### src/rtl/button_event.sv
// Button event generator: turns a clean, clk-synchronous button level into
// press / release / auto-repeat pulses plus held and long-press status.
module button_event #(
  parameter int unsigned clk_freq         = 50_000_000,
  parameter int unsigned repeat_delay_ms  = 500,
  parameter int unsigned repeat_period_ms = 100,
  parameter int unsigned long_press_ms    = 1000,
  parameter bit          pressed_level    = 1'b0
) (
  input  logic clk,
  input  logic reset,
  input  logic level,
  output logic press_pulse,
  output logic release_pulse,
  output logic repeat_pulse,
  output logic step_pulse,
  output logic held,
  output logic long_press
);

  // Timing expressed in clock cycles
  localparam int unsigned DELAY_CYC  = clk_freq / 1000 * repeat_delay_ms;
  localparam int unsigned PERIOD_CYC = clk_freq / 1000 * repeat_period_ms;
  localparam int unsigned LONG_CYC   = clk_freq / 1000 * long_press_ms;

  localparam int unsigned DW = $clog2(DELAY_CYC) + 1;
  localparam int unsigned PW = $clog2(PERIOD_CYC) + 1;
  localparam int unsigned LW = $clog2(LONG_CYC) + 1;
  // One repeat counter serves both the initial delay and the period
  localparam int unsigned RW = (DW > PW) ? DW : PW;

  localparam logic [RW-1:0] DELAY_LAST  = RW'(DELAY_CYC - 1);
  localparam logic [RW-1:0] PERIOD_LAST = RW'(PERIOD_CYC - 1);
  localparam logic [LW-1:0] LONG_LAST   = LW'(LONG_CYC - 1);

  // Reject timing parameters the counters cannot represent
  if (DELAY_CYC < 2) begin : g_bad_delay
    $error("button_event: repeat delay must be at least 2 clock cycles");
  end
  if (PERIOD_CYC < 1) begin : g_bad_period
    $error("button_event: repeat period must be at least 1 clock cycle");
  end
  if (LONG_CYC < 1) begin : g_bad_long
    $error("button_event: long-press time must be at least 1 clock cycle");
  end

  typedef enum logic [1:0] {
    RELEASED    = 2'd0,
    HELD_DELAY  = 2'd1,
    HELD_REPEAT = 2'd2
  } state_t;

  state_t        state_q, state_d;
  logic [RW-1:0] rep_cnt_q, rep_cnt_d;
  logic [LW-1:0] long_cnt_q, long_cnt_d;
  logic          press_q, press_d;
  logic          release_q, release_d;
  logic          repeat_q, repeat_d;
  logic          step_q, step_d;
  logic          held_q, held_d;
  logic          long_press_q, long_press_d;

  logic          pressed;

  assign pressed = (level == pressed_level);

  // Next-state, counter and output decode
  always_comb begin
    state_d      = state_q;
    rep_cnt_d    = rep_cnt_q;
    long_cnt_d   = long_cnt_q;
    press_d      = 1'b0;
    release_d    = 1'b0;
    repeat_d     = 1'b0;
    held_d       = held_q;
    long_press_d = long_press_q;

    case (state_q)
      RELEASED: begin
        held_d       = 1'b0;
        long_press_d = 1'b0;
        if (pressed) begin
          state_d    = HELD_DELAY;
          rep_cnt_d  = '0;
          long_cnt_d = '0;
          press_d    = 1'b1;
          held_d     = 1'b1;
        end
      end

      HELD_DELAY, HELD_REPEAT: begin
        if (!pressed) begin
          // Release wins over any repeat terminal count on the same edge
          state_d      = RELEASED;
          rep_cnt_d    = '0;
          long_cnt_d   = '0;
          release_d    = 1'b1;
          held_d       = 1'b0;
          long_press_d = 1'b0;
        end else begin
          held_d = 1'b1;

          // Long-press counter saturates at its terminal value
          if (long_cnt_q == LONG_LAST) begin
            long_press_d = 1'b1;
          end else begin
            long_cnt_d = LW'(long_cnt_q + 1'b1);
          end

          if (state_q == HELD_DELAY) begin
            if (rep_cnt_q == DELAY_LAST) begin
              repeat_d  = 1'b1;
              rep_cnt_d = '0;
              state_d   = HELD_REPEAT;
            end else begin
              rep_cnt_d = RW'(rep_cnt_q + 1'b1);
            end
          end else begin
            if (rep_cnt_q == PERIOD_LAST) begin
              repeat_d  = 1'b1;
              rep_cnt_d = '0;
            end else begin
              rep_cnt_d = RW'(rep_cnt_q + 1'b1);
            end
          end
        end
      end

      default: begin
        state_d      = RELEASED;
        rep_cnt_d    = '0;
        long_cnt_d   = '0;
        held_d       = 1'b0;
        long_press_d = 1'b0;
      end
    endcase

    step_d = press_d | repeat_d;
  end

  // State, counters and registered outputs
  always_ff @(posedge clk or posedge reset) begin
    if (reset) begin
      state_q      <= RELEASED;
      rep_cnt_q    <= '0;
      long_cnt_q   <= '0;
      press_q      <= 1'b0;
      release_q    <= 1'b0;
      repeat_q     <= 1'b0;
      step_q       <= 1'b0;
      held_q       <= 1'b0;
      long_press_q <= 1'b0;
    end else begin
      state_q      <= state_d;
      rep_cnt_q    <= rep_cnt_d;
      long_cnt_q   <= long_cnt_d;
      press_q      <= press_d;
      release_q    <= release_d;
      repeat_q     <= repeat_d;
      step_q       <= step_d;
      held_q       <= held_d;
      long_press_q <= long_press_d;
    end
  end

  assign press_pulse   = press_q;
  assign release_pulse = release_q;
  assign repeat_pulse  = repeat_q;
  assign step_pulse    = step_q;
  assign held          = held_q;
  assign long_press    = long_press_q;

endmodule

### config.mk
export PLATFORM = sky130hd
export DESIGN_NAME = button_event
export DESIGN_NICKNAME = d
export VERILOG_FILES = /design/src/rtl/button_event.sv
export SDC_FILE = /design/constraint.sdc
export NUM_CORES = 1
export LEC_CHECK = 0
export ABC_CLOCK_PERIOD_IN_PS = 2200
export BUFFER_PORTS_ARGS = -buffer_cell sky130_fd_sc_hd__buf_2
export CORE_MARGIN = 2
export CORE_UTILIZATION = 58
export CTS_BUF_LIST = sky130_fd_sc_hd__clkbuf_4 sky130_fd_sc_hd__clkbuf_8
export CTS_CLUSTER_SIZE = 24
export DETAILED_ROUTE_END_ITERATION = 12
export GPL_TIMING_DRIVEN = 0
export PLACE_DENSITY_LB_ADDON = 0.08
export SETUP_SLACK_MARGIN = 0.5
export SYNTH_ARGS = -nofsm -noshare
export SYNTH_HDL_FRONTEND = slang
export SYNTH_SLANG_ARGS = --single-unit
### constraint.sdc
create_clock -name clk -period 2.2 [get_ports clk]
set_clock_uncertainty 0.15 [all_clocks]
set_input_delay 0.44 -clock clk [delete_from_list [all_inputs] [get_ports clk]]
set_output_delay 0.44 -clock clk [all_outputs]
set_load 0.05 [all_outputs]
Word-level counts from Yosys, hierarchy flattened. Index checks and enable logic that the tools add are counted.

Flip-flop bits (word level): 61. Logic and storage cells: 55. Input bits: 3. Output and inout port bits: 6.

Add/sub/neg operators: 2. Mux-type cells: 28. Bitwise operators: 1. Reduce and logical (&&, ||, !) cells: 5. Eq/ne operators: 10.

Operator list (count): 26-bit two-way mux (5); 27-bit two-way mux (3); 27-bit case mux with 2 select lines (1); 26-bit case mux with 2 select lines (1); 27-bit by 1-bit adder with 27-bit output (second input constant) (1); 27-bit by 26-bit equality test with 1-bit output (second input constant) (1); 26-bit by 1-bit adder with 26-bit output (second input constant) (1); 26-bit by 23-bit equality test with 1-bit output (second input constant) (1); 26-bit by 25-bit equality test with 1-bit output (second input constant) (1); 1-bit two-way mux (13); 3-bit != test (second input constant) (4); 2-bit two-way mux (4); 2-bit case mux with 2 select lines (1); 3-bit AND reduction (1); 3-bit OR reduction (1); 2-bit by 1-bit equality test with 1-bit output (second input constant) (1); 2-bit equality test (second input constant) (1); 2-bit logical NOT (1); 2-bit != test (second input constant) (1); 2-bit AND reduction (1); 2-bit OR reduction (1); 1-bit bitwise OR (1).

Depth between registers and ports, before layout. Gate-level depths: netlist of run 1.

Depth in word-level cells: 6. Gate-level depth with buffers: 10. Depth with buffers taken out: 7.

Worst setup path before layout of run 1. Ideal clock, no wire load.

Path type: register to register. Start point: reg state_q[0]. End point: reg long_cnt_q[2]. Data required time: 1.972 ns. Path buffers: 3. Period minus slack after synthesis: 2.255 ns. Stages on the path, launching flop included: 11. Library setup time: 0.078 ns. Arrival: 2.027 ns. Path slack: -0.055 ns. Path through: dfrtp_1 > inv_1 > ha_1 > nor2b_1 > buf_2 > nand4_1 > nor4_4 > clkbuf_2 > buf_4 > o21ai_0 > a21oi_1.

Longest elaborated chain between the ends: 4. Elaborated cells between the ends (all ways): 8. Those cells by class: 4 x eq/ne; 1 x mux; 3 x reduce/logical.

Ends and longest elaborated chain: start: declaration (RTL line 53) `state_t state_q, state_d;`; start signal: assignment (RTL line 154) `state_q <= state_d;`; 2-bit by 1-bit equality test with 1-bit output or 2-bit equality test (tied branches) (RTL line 78) `case (state_q)`; 2-bit OR reduction (RTL line 78); 3-bit != test (no line); 2-bit AND reduction (no line); end signal: assignment (RTL line 156) `long_cnt_q <= long_cnt_d;`; end: declaration (RTL line 55) `logic [LW-1:0] long_cnt_q, long_cnt_d;`.

Parallel ways exist; a longest one is shown, timed or not. A chain may end at the register's enable or synchronous reset.

Worst setup path after layout of run 1.
Start point: reg state_q[0]. End point: reg rep_cnt_q[14].

Longest elaborated chain between the ends: 4. Elaborated cells between the ends (all ways): 8. Those cells by class: 3 x eq/ne; 3 x mux; 2 x reduce/logical.

Ends and longest elaborated chain: 2-bit by 1-bit equality test with 1-bit output (RTL line 78, 110); 26-bit two-way mux (RTL line 110) `if (state_q == HELD_DELAY) begin`; 26-bit two-way mux (RTL line 92) `if (!pressed) begin`; 26-bit case mux with 2 select lines (RTL line 78); end signal: assignment (RTL line 155) `rep_cnt_q <= rep_cnt_d;`; end: declaration (RTL line 54) `logic [RW-1:0] rep_cnt_q, rep_cnt_d;`.

Parallel ways exist; a longest one is shown, timed or not.

==> results of run 1 <==
cells in the mapped netlist (3+ instances only):
cell type	instances
dfrtp_1	61
nand2_1	35
nor2_1	35
nand3_1	31
nand4_1	22
o21ai_0	21
a21oi_1	18
or3_1	16
and3_1	12
nor3_1	10
xnor2_1	10
xor2_1	10
clkbuf_1	9
nor4_1	9
or4_1	7
and4_1	6
inv_1	6
ha_1	5
buf_2	4
a31oi_1	3
and2_1	3
nor4_4	3
routing by layer:
layer / up-vias / track usage, % / part of all wire (%)
met4: 0 / 10.0 / 3.1
met5: - / 0 / 0
met3: 40 / 6.97 / 6.1
met2: 158 / 50.8 / 51
li1: 1497 / - / -
met1: 1651 / 38.5 / 39
stage by stage:
stage / hold slack [ns] / cell area, um2 / utilization [%] / setup TNS [ns] / total power, mW
after detailed placement: 0.327 / 3630 / 65.1 / -4.38 / 1.87
after global routing: 0.0597 / 4670 / 83.8 / -2.29 / 3.34
after CTS: 0.191 / 4280 / 76.7 / -2.67 / 2.95
final: 0.00352 / 4670 / 83.8 / -0.697 / 3.20
after global placement: 0.301 / 3630 / 65.1 / -3.59 / 1.85
after floorplan: 0.334 / 3500 / - / 0 / 1.69
registers in the layout, summed over array words and instances (netlist names):
register,count
long_cnt_q,27
rep_cnt_q,26
state_q,2
held,1
long_press,1
press_pulse,1
release_pulse,1
repeat_pulse,1
step_pulse,1
report_power, final:
group / leakage, nW / total (mW) / internal, mW / switching, mW
Sequential: 0.836 / 1.23 / 1.18 / 0.0499
Clock: 0.0935 / 0.880 / 0.467 / 0.413
Combinational: 0.979 / 1.10 / 0.460 / 0.636
Total: 1.91 / 3.20 / 2.10 / 1.10
repair_timing:
item | 4_1_cts | 5_1_grt
buffers inserted | 25 | 10
gates cloned | 3 | 1
endpoints found under the setup margin | 58 | 58
gates resized for setup | 66 | 79
pin swaps | 34 | 29
cell type report:
| class | count | area [um2] |
|---|---|---|
| Sequential cell | 61 | 1530 |
| Timing Repair Buffer | 48 | 453 |
| Fill cell | 297 | 902 |
| Buffer | 17 | 171 |
| Multi-Input combinational cell | 288 | 2230 |
| Tap cell | 72 | 90.1 |
| Clock buffer | 13 | 160 |
| Inverter | 6 | 26.3 |
| Clock inverter | 2 | 10.0 |
worst max path at each step:
stage                                   startpoint  cells past startpoint  slack [ns]                         end
after floorplan             state_q[0]$_DFFE_PP0P_                      8        0.05  long_cnt_q[18]$_DFFE_PP0P_
after global placement      state_q[1]$_DFFE_PP0P_                     10       -0.29   long_cnt_q[2]$_DFFE_PP0P_
after detailed placement    state_q[0]$_DFFE_PP0P_                     10       -0.31   long_cnt_q[6]$_DFFE_PP0P_
after CTS                   state_q[0]$_DFFE_PP0P_                      8       -0.14   rep_cnt_q[14]$_DFFE_PP0P_
after global routing      rep_cnt_q[6]$_DFFE_PP0P_                      6       -0.12   rep_cnt_q[14]$_DFFE_PP0P_
final                       state_q[0]$_DFFE_PP0P_                      8       -0.08   rep_cnt_q[14]$_DFFE_PP0P_
worst max-delay path: stages, from the launching register on:
cell and delay [ns]:
dfrtp_1 0.41, buf_6 0.14, ha_4 0.16, or4_4 0.42, nor4_4 0.21, o21ai_2 0.14, buf_6 0.15, and4b_1 0.16
a221o_1 0.25
cells by family (layout without fill, tap and decap cells):
kind of cell	Yosys count	after routing	share of synthesized area [%]
AO/OA/AOI/OAI	60	60	10.8
XOR/XNOR	20	20	5.17
adder cells (fa/ha/maj)	5	5	1.85
buffers and inverters	23	86	3.07
flip-flops	61	61	45.1
multiplexers	2	2	0.591
AND/OR/NAND/NOR	201	201	33.4
==> summary.md, run 1 <==
| Metric | Value |
|---|---|
| Die X | slightly above 80 um |
| Synth async-reset ratio | 100% |
| GPL Wtd Cong | approximately 0.92 |
| Yosys cell types | 49 |
| Placed cells | 452 |
| Antenna violations before repair | 0 |
| First-pass GRT wire length | 14.9 mm |
| Cell row count | 27 |
| Pre-antenna DRT Iters | 5 |
| Placement-stage worst setup slack | -0.313 ns |
| Via density | between 6 and 7 |
| Drt wl/cell | 19.5 um |
| Die Y | 80.4 um |
| Initial Util | 60.7% |
| Latest clock arrival within the worst-skew pair | 0.35 ns |
| Area growth, synth to finish | 38.0% |
| Largest net degree at the start of global routing | 62 |
| Total number of yosys warnings | 0 |
| Startpoint Class | flop |
| Synth area leader | dfrtp_1 |
| CTS tree | done |
| PwrDens | just under 700 nW/um2 |
| Reg-to-reg startpoint | state_q[0]$_DFFE_PP0P_ |
| Post-synth top area share | 45.1% |
| Period utilisation layout | 104% |
| Avg Cell Area, Syn | a little over 9 um2 |
| Sequential area share after synthesis | around 45% |
| # clock sinks | 61 |
| # port buffers | 8 |
| Total core area | 5570 um2 |
| Total gr overflow | 0 |
| Final Slew Violations | 0 |
| Fmax | 439 MHz |
| Post-synth EDFFs | 0 |
| FF-to-FF End | rep_cnt_q[14]$_DFFE_PP0P_ |
| Worst R2R Path Depth | 8 |
| CP arrival | 2.36 ns |
| Share of cells above drive strength 1 | between 40% and 50% |
| Via count | 3346 |
| Cell area after synthesis | about 3400 um2 |
| Final wirelength | between 9 and 10 mm |
| Hold Vio Cnt, Final | 0 |
| Headroom to the max-slew limit | 60.8% |
| Gr usage total | 30.2% |
| R2R Setup Slk | -0.08 ns |
| Clock Pin Slew Worst Setup and Hold Paths | about 0.070 ns |
| Leak Pwr | approximately 1.9 nW |
| I/O pins | 9 |
| Max cap viols | 0 |
| CP required | roughly 2.3 ns |
| Root Driver | clkbuf_8 |
| Num CTS Buffers | 9 |
| Final setup violation count | 24 |
| #FFs+latches synth | approximately 60 |
| Non-filler instance count after layout | 507 |
| Commonest non-fill, non-tap cells in the layout | 57 x dfrtp_1, 31 x nand2_1, 26 x nand3_1, 22 x nand4_1, 22 x buf_4 |
| Hold Crit Class | input port to asynchronous set/reset pin |
| Failing checks | setup timing |
| 1st-iter DRT viols | 317 |
| CTS hold repair buffers | 0 |
| Antenna cells | 0 |
| Vias in the first global route | 3091 |
| Syn Nets | 380 |
| Post-synth top flop | dfrtp_1 |
| Final worst slack | -0.0787 ns |
| Top cells by area, synth | dfrtp_1 45%, nand3_1 4.6%, nand4_1 4.1%, nand2_1 3.9%, nor2_1 3.9% |
| Cell count after synthesis | 372 |
| RSZ-0062 raised after global routing | true |
| Outcome | finished with violations |
| Hpwl dp | 5.47 mm |
| # DRC | 0 |
| Nets | 439 |
| H-tree Lvls | 3 |
| CP endpoint kind | flop |
| Worst-case clock buffer depth | 2 |
| Setup CP Type | flop to flop |
| Final Critical Period | 2.28 ns |
| Commonest non-fill, non-tap cell in the layout | dfrtp_1 |
| CP max FO | 5 |
| Worst VDD drop | 602 uV |
| Slew @ Worst Pin | 0.587 ns |
| Die ar. | 6460 um2 |
| Final ANT Viol Nets | 0 |
Power figures use the tool's default switching activity.
==> run 2: changes to the inputs <==
BUFFER_PORTS_ARGS = -buffer_cell sky130_fd_sc_hd__clkbuf_2   (was -buffer_cell sky130_fd_sc_hd__buf_2)
SLEW_MARGIN = 20   (was unset)
==> summary.md, run 2 (synthesized netlist as in run 1, its figures left out) <==
| Metric | Value |
|---|---|
| # DRC | 0 (unchanged) |
| Commonest non-fill, non-tap cell in the layout | dfrtp_1 |
| Commonest non-fill, non-tap cells in the layout | 49 x dfrtp_1, 32 x buf_4, 31 x nand2_1, 24 x nand3_1, 23 x nor2_1 |
| Failing checks | setup timing |
| Worst path cell trace | inv_2, ha_4, nor2b_4, buf_6, nand4_1, buf_4, nor4_4, clkbuf_8, buf_6, or3_4, a21oi_1 |
| CP arrival | 2.42 ns (+0.06 ns) |
| Filler Cell Count | 290 (-2.4%) |
| Nets | 447 (+1.8%) |
| Cell row count | 27 (unchanged) |
| Final Slew Violations | 0 (unchanged) |
| CTS hold repair buffers | 0 (unchanged) |
| Most Frequent Cell on Critical Path | buf_6 |
| Die Y | 80.4 um (unchanged) |
| Die X | 80.4 um (unchanged) |
| GRT Max-Usage Layer | met2 |
| Root Driver | clkbuf_8 |
| # clock sinks | 61 (unchanged) |
| R2R Setup Slk | -0.14 ns (-0.07 ns) |
| Slowest-stage cell, CP | dfrtp_1 |
| Final Critical Period | 2.34 ns (+0.0651 ns) |
| Area growth, synth to finish | 39.4% |
| 1st-iter DRT viols | 390 (+23%) |
| Period utilisation layout | 107% (+3.0 points) |
| Startpoint Class | flop |
| Cell area after layout | 4720 um2 (+1.0%) |
| Latest clock arrival within the worst-skew pair | 0.36 ns (about the same) |
| Largest regs | long_cnt_q (27), rep_cnt_q (26), state_q (2) |
| Via count | 3469 (+3.7%) |
| Hpwl dp | 5.54 mm (+1.4%) |
| I/O pins | 9 (unchanged) |
| CTS tree | done |
| # port buffers | 8 (unchanged) |
| CP delay by family, top | buffers and inverters |
| Antenna cells | 0 (unchanged) |
| Routing usage on met2 | 52.9% (+2.1 points) |
| RSZ-0062 raised after global routing | true |
| Fmax | 427 MHz (-2.8%) |
| Max cap viols | 0 (unchanged) |
| GPL Wtd Cong | 0.888 (-3.9%) |
| Leak Pwr | 1.94 nW (+1.9%) |
| Share of cells above drive strength 1 | 42.9% (+2.4 points) |
| Hold Vio Cnt, Final | 0 (unchanged) |
| Slew @ Worst Pin | 0.698 ns (+0.111 ns) |
| Setup CP Type | flop to flop |
| Via density | 6.74 (+2.1%) |
| Largest net degree at the start of global routing | 33 (-47%) |
| Initial Util | 60.7% (unchanged) |
| Vias in the first global route | 3243 (+4.9%) |
| H-tree Lvls | 3 (unchanged) |
| Hold slack | 0.0325 ns (+0.0290 ns) |
| Hold Crit Class | input port to asynchronous set/reset pin |
| PwrDens | 662 nW/um2 (-3.4%) |
| Final ANT Viol Nets | 0 (unchanged) |
| Num CTS Buffers | 9 (unchanged) |
| Global Route met1 Usage | 40.7% (+2.2 points) |
| Worst VDD drop | 581 uV (-3.5%) |
| Headroom to the max-slew limit | 53.4% (-7.4 points) |
| Largest register by flop count | long_cnt_q |
| Reg-to-reg startpoint | state_q[0]$_DFFE_PP0P_ |
| Pre-antenna DRT Iters | 6 (+1) |
| Outcome | finished with violations |
| Drt wl/cell | 21.0 um (+7.6%) |
| Worst path max stage delay | 0.40 ns (-0.02 ns) |
| Total gr overflow | 0 (unchanged) |
| CP endpoint kind | flop |
| Grt met3 use | 5.96% (-1.0 points) |
| Post-Place Cell Area | 3650 um2 (+0.55%) |
| Die ar. | 6460 um2 (unchanged) |
| Largest register FFs | 27 (unchanged) |
| CP max FO | 8 (+3) |
| Final wirelength | 10.8 mm (+9.3%) |
| Antenna violations before repair | 0 (unchanged) |
| Clock Pin Slew Worst Setup and Hold Paths | 0.08 ns (about the same) |
| Worst-case clock buffer depth | 2 (unchanged) |
| First-pass GRT wire length | 15.7 mm (+5.4%) |
| Final setup violation count | 26 (+8.3%) |
| Final worst slack | -0.144 ns (-0.0651 ns) |
| Buf+Inv Stages, Crit Path | 5 (+3) |
| Setup crit start | state_q[0]$_DFFE_PP0P_ |
| Gr usage total | 32.0% (+1.8 points) |
| CP required | 2.28 ns (about the same) |
| Total core area | 5570 um2 (unchanged) |
run 2: final timing paths:
kind	to	depth (start not counted)
setup / recovery	long_cnt_q[9]$_DFFE_PP0P_	11
hold / removal	long_cnt_q[23]$_DFFE_PP0P_	2
setup reg to reg	long_cnt_q[9]$_DFFE_PP0P_	11
hold reg to reg	long_press$_DFFE_PP0P_	2
max in group asynchronous	long_cnt_q[2]$_DFFE_PP0P_	3
min in group clk	held$_DFF_PP0_	2
run 2: through the flow:
stage	std cells	total power [mW]	setup WS, ns	TNS (ns)	utilization (%)
2_1_floorplan	372	1.69	0.0450	0	-
3_3_place_gp	452	1.85	-0.285	-3.43	65.1
3_5_place_dp	453	1.87	-0.296	-3.66	65.4
4_1_cts	499	2.95	-0.0856	-0.740	77.5
5_1_grt	515	3.24	-0.216	-4.52	84.7
6_report	515	3.12	-0.144	-2.17	84.7
run 2: layout make-up:
class	instances	area [um2]	share of cell area, %
clock buffers	14	180	3.82
plain buffers	17	188	3.98
multi-input cells	288	2200	46.5
repair buffers	56	493	10.4
flip-flops and latches	61	1540	32.7
inverters	6	26.3	0.557
clock inverters	1	5.00	0.106
well taps	72	90.1	1.91
run 2: worst register-to-register path, delay by kind of cell, from the launching register on:
family,cells,cell delay (ns)
buffers and inverters,5,0.75
AO/OA/AOI/OAI,1,0.06
AND/OR/NAND/NOR,4,0.60
adder cells (fa/ha/maj),1,0.28
flip-flops,1,0.40
run 2: where the power goes:
part	switching (mW)	total, mW	internal (mW)
clock	0.446	0.965	0.519
combinational	0.571	0.918	0.347
sequential	0.0636	1.24	1.18
run 2: routing by layer:
layer / part of all wire (%) / vias up
met5: 0 / -
met4: 4.2 / 0
met3: 7.9 / 61
met2: 50 / 205
met1: 38 / 1687
li1: - / 1516
run 2: repair_timing:
item | 4_1_cts | 5_1_grt
setup buffers | 28 | 16
pin swaps | 33 | 44
gates cloned | 3 | 0
gates resized for setup | 67 | 75
hold endpoints to repair | 0 | 0
setup endpoints to repair | 58 | 58
==> run 3: changes to the inputs <==
HOLD_SLACK_MARGIN = 0.06   (was unset)
==> summary.md, run 3 (synthesized netlist as in run 1, its figures left out) <==
| Metric | Value |
|---|---|
| Outcome | finished with violations |
| Failing checks | setup timing |
| Placed cells | 453 (unchanged) |
| Via density | 6.72 (-0.17%) |
| Final worst slack | -0.148 ns (-0.00385 ns) |
| Vias in the first global route | 3254 (+0.34%) |
| Largest register by flop count | long_cnt_q |
| Area growth, synth to finish | 39.7% |
| Max cap viols | 0 (unchanged) |
| Antenna cells | 0 (unchanged) |
| RSZ-0062 raised after global routing | true |
| # clock sinks | 61 (unchanged) |
| Die ar. | 6460 um2 (unchanged) |
| CP max FO | 5 (-3) |
| Nets | 448 (+0.22%) |
| Largest regs | long_cnt_q (27), rep_cnt_q (26), state_q (2) |
| GPL Wtd Cong | 0.888 (unchanged) |
| # port buffers | 8 (unchanged) |
| Final Slew Violations | 0 (unchanged) |
| Hold slack | 0.237 ns (+0.204 ns) |
| Headroom to the max-slew limit | 53.2% (-0.19 points) |
| Startpoint Class | flop |
| CP endpoint kind | flop |
| Final ANT Viol Nets | 0 (unchanged) |
| Clock Pin Slew Worst Setup and Hold Paths | 0.07 ns (about the same) |
| Largest net degree at the start of global routing | 33 (unchanged) |
| GRT Max-Usage Layer | met2 |
| Cell row count | 27 (unchanged) |
| Total gr overflow | 0 (unchanged) |
| Largest register FFs | 27 (unchanged) |
| CTS tree | done |
| Hpwl dp | 5.54 mm (unchanged) |
| CP required | 2.32 ns (+0.04 ns) |
| Final wirelength | 10.8 mm (-0.20%) |
| Routing usage on met2 | 53.1% (+0.17 points) |
| 1st-iter DRT viols | 358 (-8.2%) |
| Commonest non-fill, non-tap cells in the layout | 49 x dfrtp_1, 32 x buf_4, 31 x nand2_1, 24 x nand3_1, 23 x nor2_1 |
| Gr usage total | 32.0% (+0.048 points) |
| Fin util | 84.8% (+0.18 points) |
| Die Y | 80.4 um (unchanged) |
| Via count | 3470 (+0.029%) |
| Pre-antenna DRT Iters | 6 (unchanged) |
| H-tree Lvls | 3 (unchanged) |
| Worst VDD drop | 585 uV (+0.60%) |
| Drt wl/cell | 20.9 um (-0.40%) |
| I/O pins | 9 (unchanged) |
| Root Driver | clkbuf_8 |
| Fmax | 426 MHz (-0.16%) |
| Final Critical Period | 2.35 ns (+0.00385 ns) |
| Grt met3 use | 5.96% (unchanged) |
| Setup CP Type | flop to flop |
| Final setup violation count | 26 (unchanged) |
| Share of cells above drive strength 1 | 42.8% (-0.097 points) |
| Hold Vio Cnt, Final | 0 (unchanged) |
| PwrDens | 661 nW/um2 (-0.17%) |
| Cell area after layout | 4730 um2 (+0.21%) |
| Latest clock arrival within the worst-skew pair | 0.36 ns (about the same) |
| CP arrival | 2.47 ns (+0.05 ns) |
| TNS Setup | -2.14 ns (+0.0277 ns) |
| Filler Cell Count | 289 (-0.34%) |
| Total core area | 5570 um2 (unchanged) |
| Hold Crit Class | input port to flop |
| Commonest non-fill, non-tap cell in the layout | dfrtp_1 |
| Antenna violations before repair | 0 (unchanged) |
| Initial Util | 60.7% (unchanged) |
| R2R Setup Slk | -0.15 ns (about the same) |
| Global Route met1 Usage | 40.7% (unchanged) |
| # DRC | 0 (unchanged) |
| Non-filler instance count after layout | 516 (+0.19%) |
| Post-Place Cell Area | 3650 um2 (unchanged) |
| Die X | 80.4 um (unchanged) |
| Leak Pwr | 1.95 nW (+0.22%) |
| Worst-case clock buffer depth | 2 (unchanged) |
| Period utilisation layout | 107% (+0.17 points) |
| First-pass GRT wire length | 15.7 mm (+0.13%) |
| Num CTS Buffers | 9 (unchanged) |
| Slew @ Worst Pin | 0.701 ns (+0.00284 ns) |
==> run 3: changes by cell type in the layout (fill, tap and decap cells not counted), sizes merged <==
cell         change
dlygate4sd3      +1
==> run 3: worst max-delay path: stages, from the launching register on <==
cell,delay (ns)
dfrtp_1,0.40
inv_2,0.08
ha_4,0.28
nor2b_4,0.13
buf_6,0.11
nand4_1,0.12
buf_4,0.18
nor4_4,0.22
buf_4,0.22
clkbuf_16,0.15
o21ai_2,0.06
a21oi_1,0.18
==> run 3: layout make-up <==
class	count	area [um2]	share of cell area, %
multi-input combinational	288	2200	46.4
sequential	61	1540	32.6
timing repair buffer	57	503	10.6
buffer	17	188	3.97
clock buffer	14	180	3.81
tap	72	90.1	1.90
inverter	6	26.3	0.556
clock inverter	1	5.00	0.106
==> run 3: where the power goes <==
group / leakage [nW] / internal, mW / switching [mW] / total [mW]
combinational: 1.03 / 0.349 / 0.570 / 0.918
sequential: 0.823 / 1.18 / 0.0638 / 1.24
clock: 0.0994 / 0.519 / 0.447 / 0.966
total: 1.95 / 2.05 / 1.08 / 3.13
==> run 3: through the flow <==
step           total power [mW]  worst slack (ns)
2_1_floorplan              1.69            0.0450
3_3_place_gp               1.85            -0.285
3_5_place_dp               1.87            -0.296
4_1_cts                    2.95           -0.0856
5_1_grt                    3.24            -0.216
6_report                   3.13            -0.148
==> run 3: path summary, 6_finish.rpt <==
path,from,endpoint,depth (start not counted)
worst max-delay path,state_q[0]$_DFFE_PP0P_,long_cnt_q[9]$_DFFE_PP0P_,11
worst min-delay path,level,held$_DFF_PP0_,2
worst max register to register,state_q[0]$_DFFE_PP0P_,long_cnt_q[9]$_DFFE_PP0P_,11
worst min register to register,long_press$_DFFE_PP0P_,long_press$_DFFE_PP0P_,2
max in group asynchronous,reset,long_cnt_q[2]$_DFFE_PP0P_,4
min in group asynchronous,reset,long_cnt_q[23]$_DFFE_PP0P_,3
==> run 3: metal layers <==
layer	vias to the layer above	share of wire (%)	routed length, um
li1	1519	-	-
met3	57	7.6	820
met2	213	50	5440
met1	1681	38	4080
met4	0	4.2	452
met5	-	0	0
==> run 3: timing repair <==
action                     CTS  global route
resized for setup           67            75
buffers inserted            28            16
hold buffers                 1             0
setup endpoints to repair   58            58
hold endpoints to repair    24             0
pin swaps                   33            44
cloned                       3             0
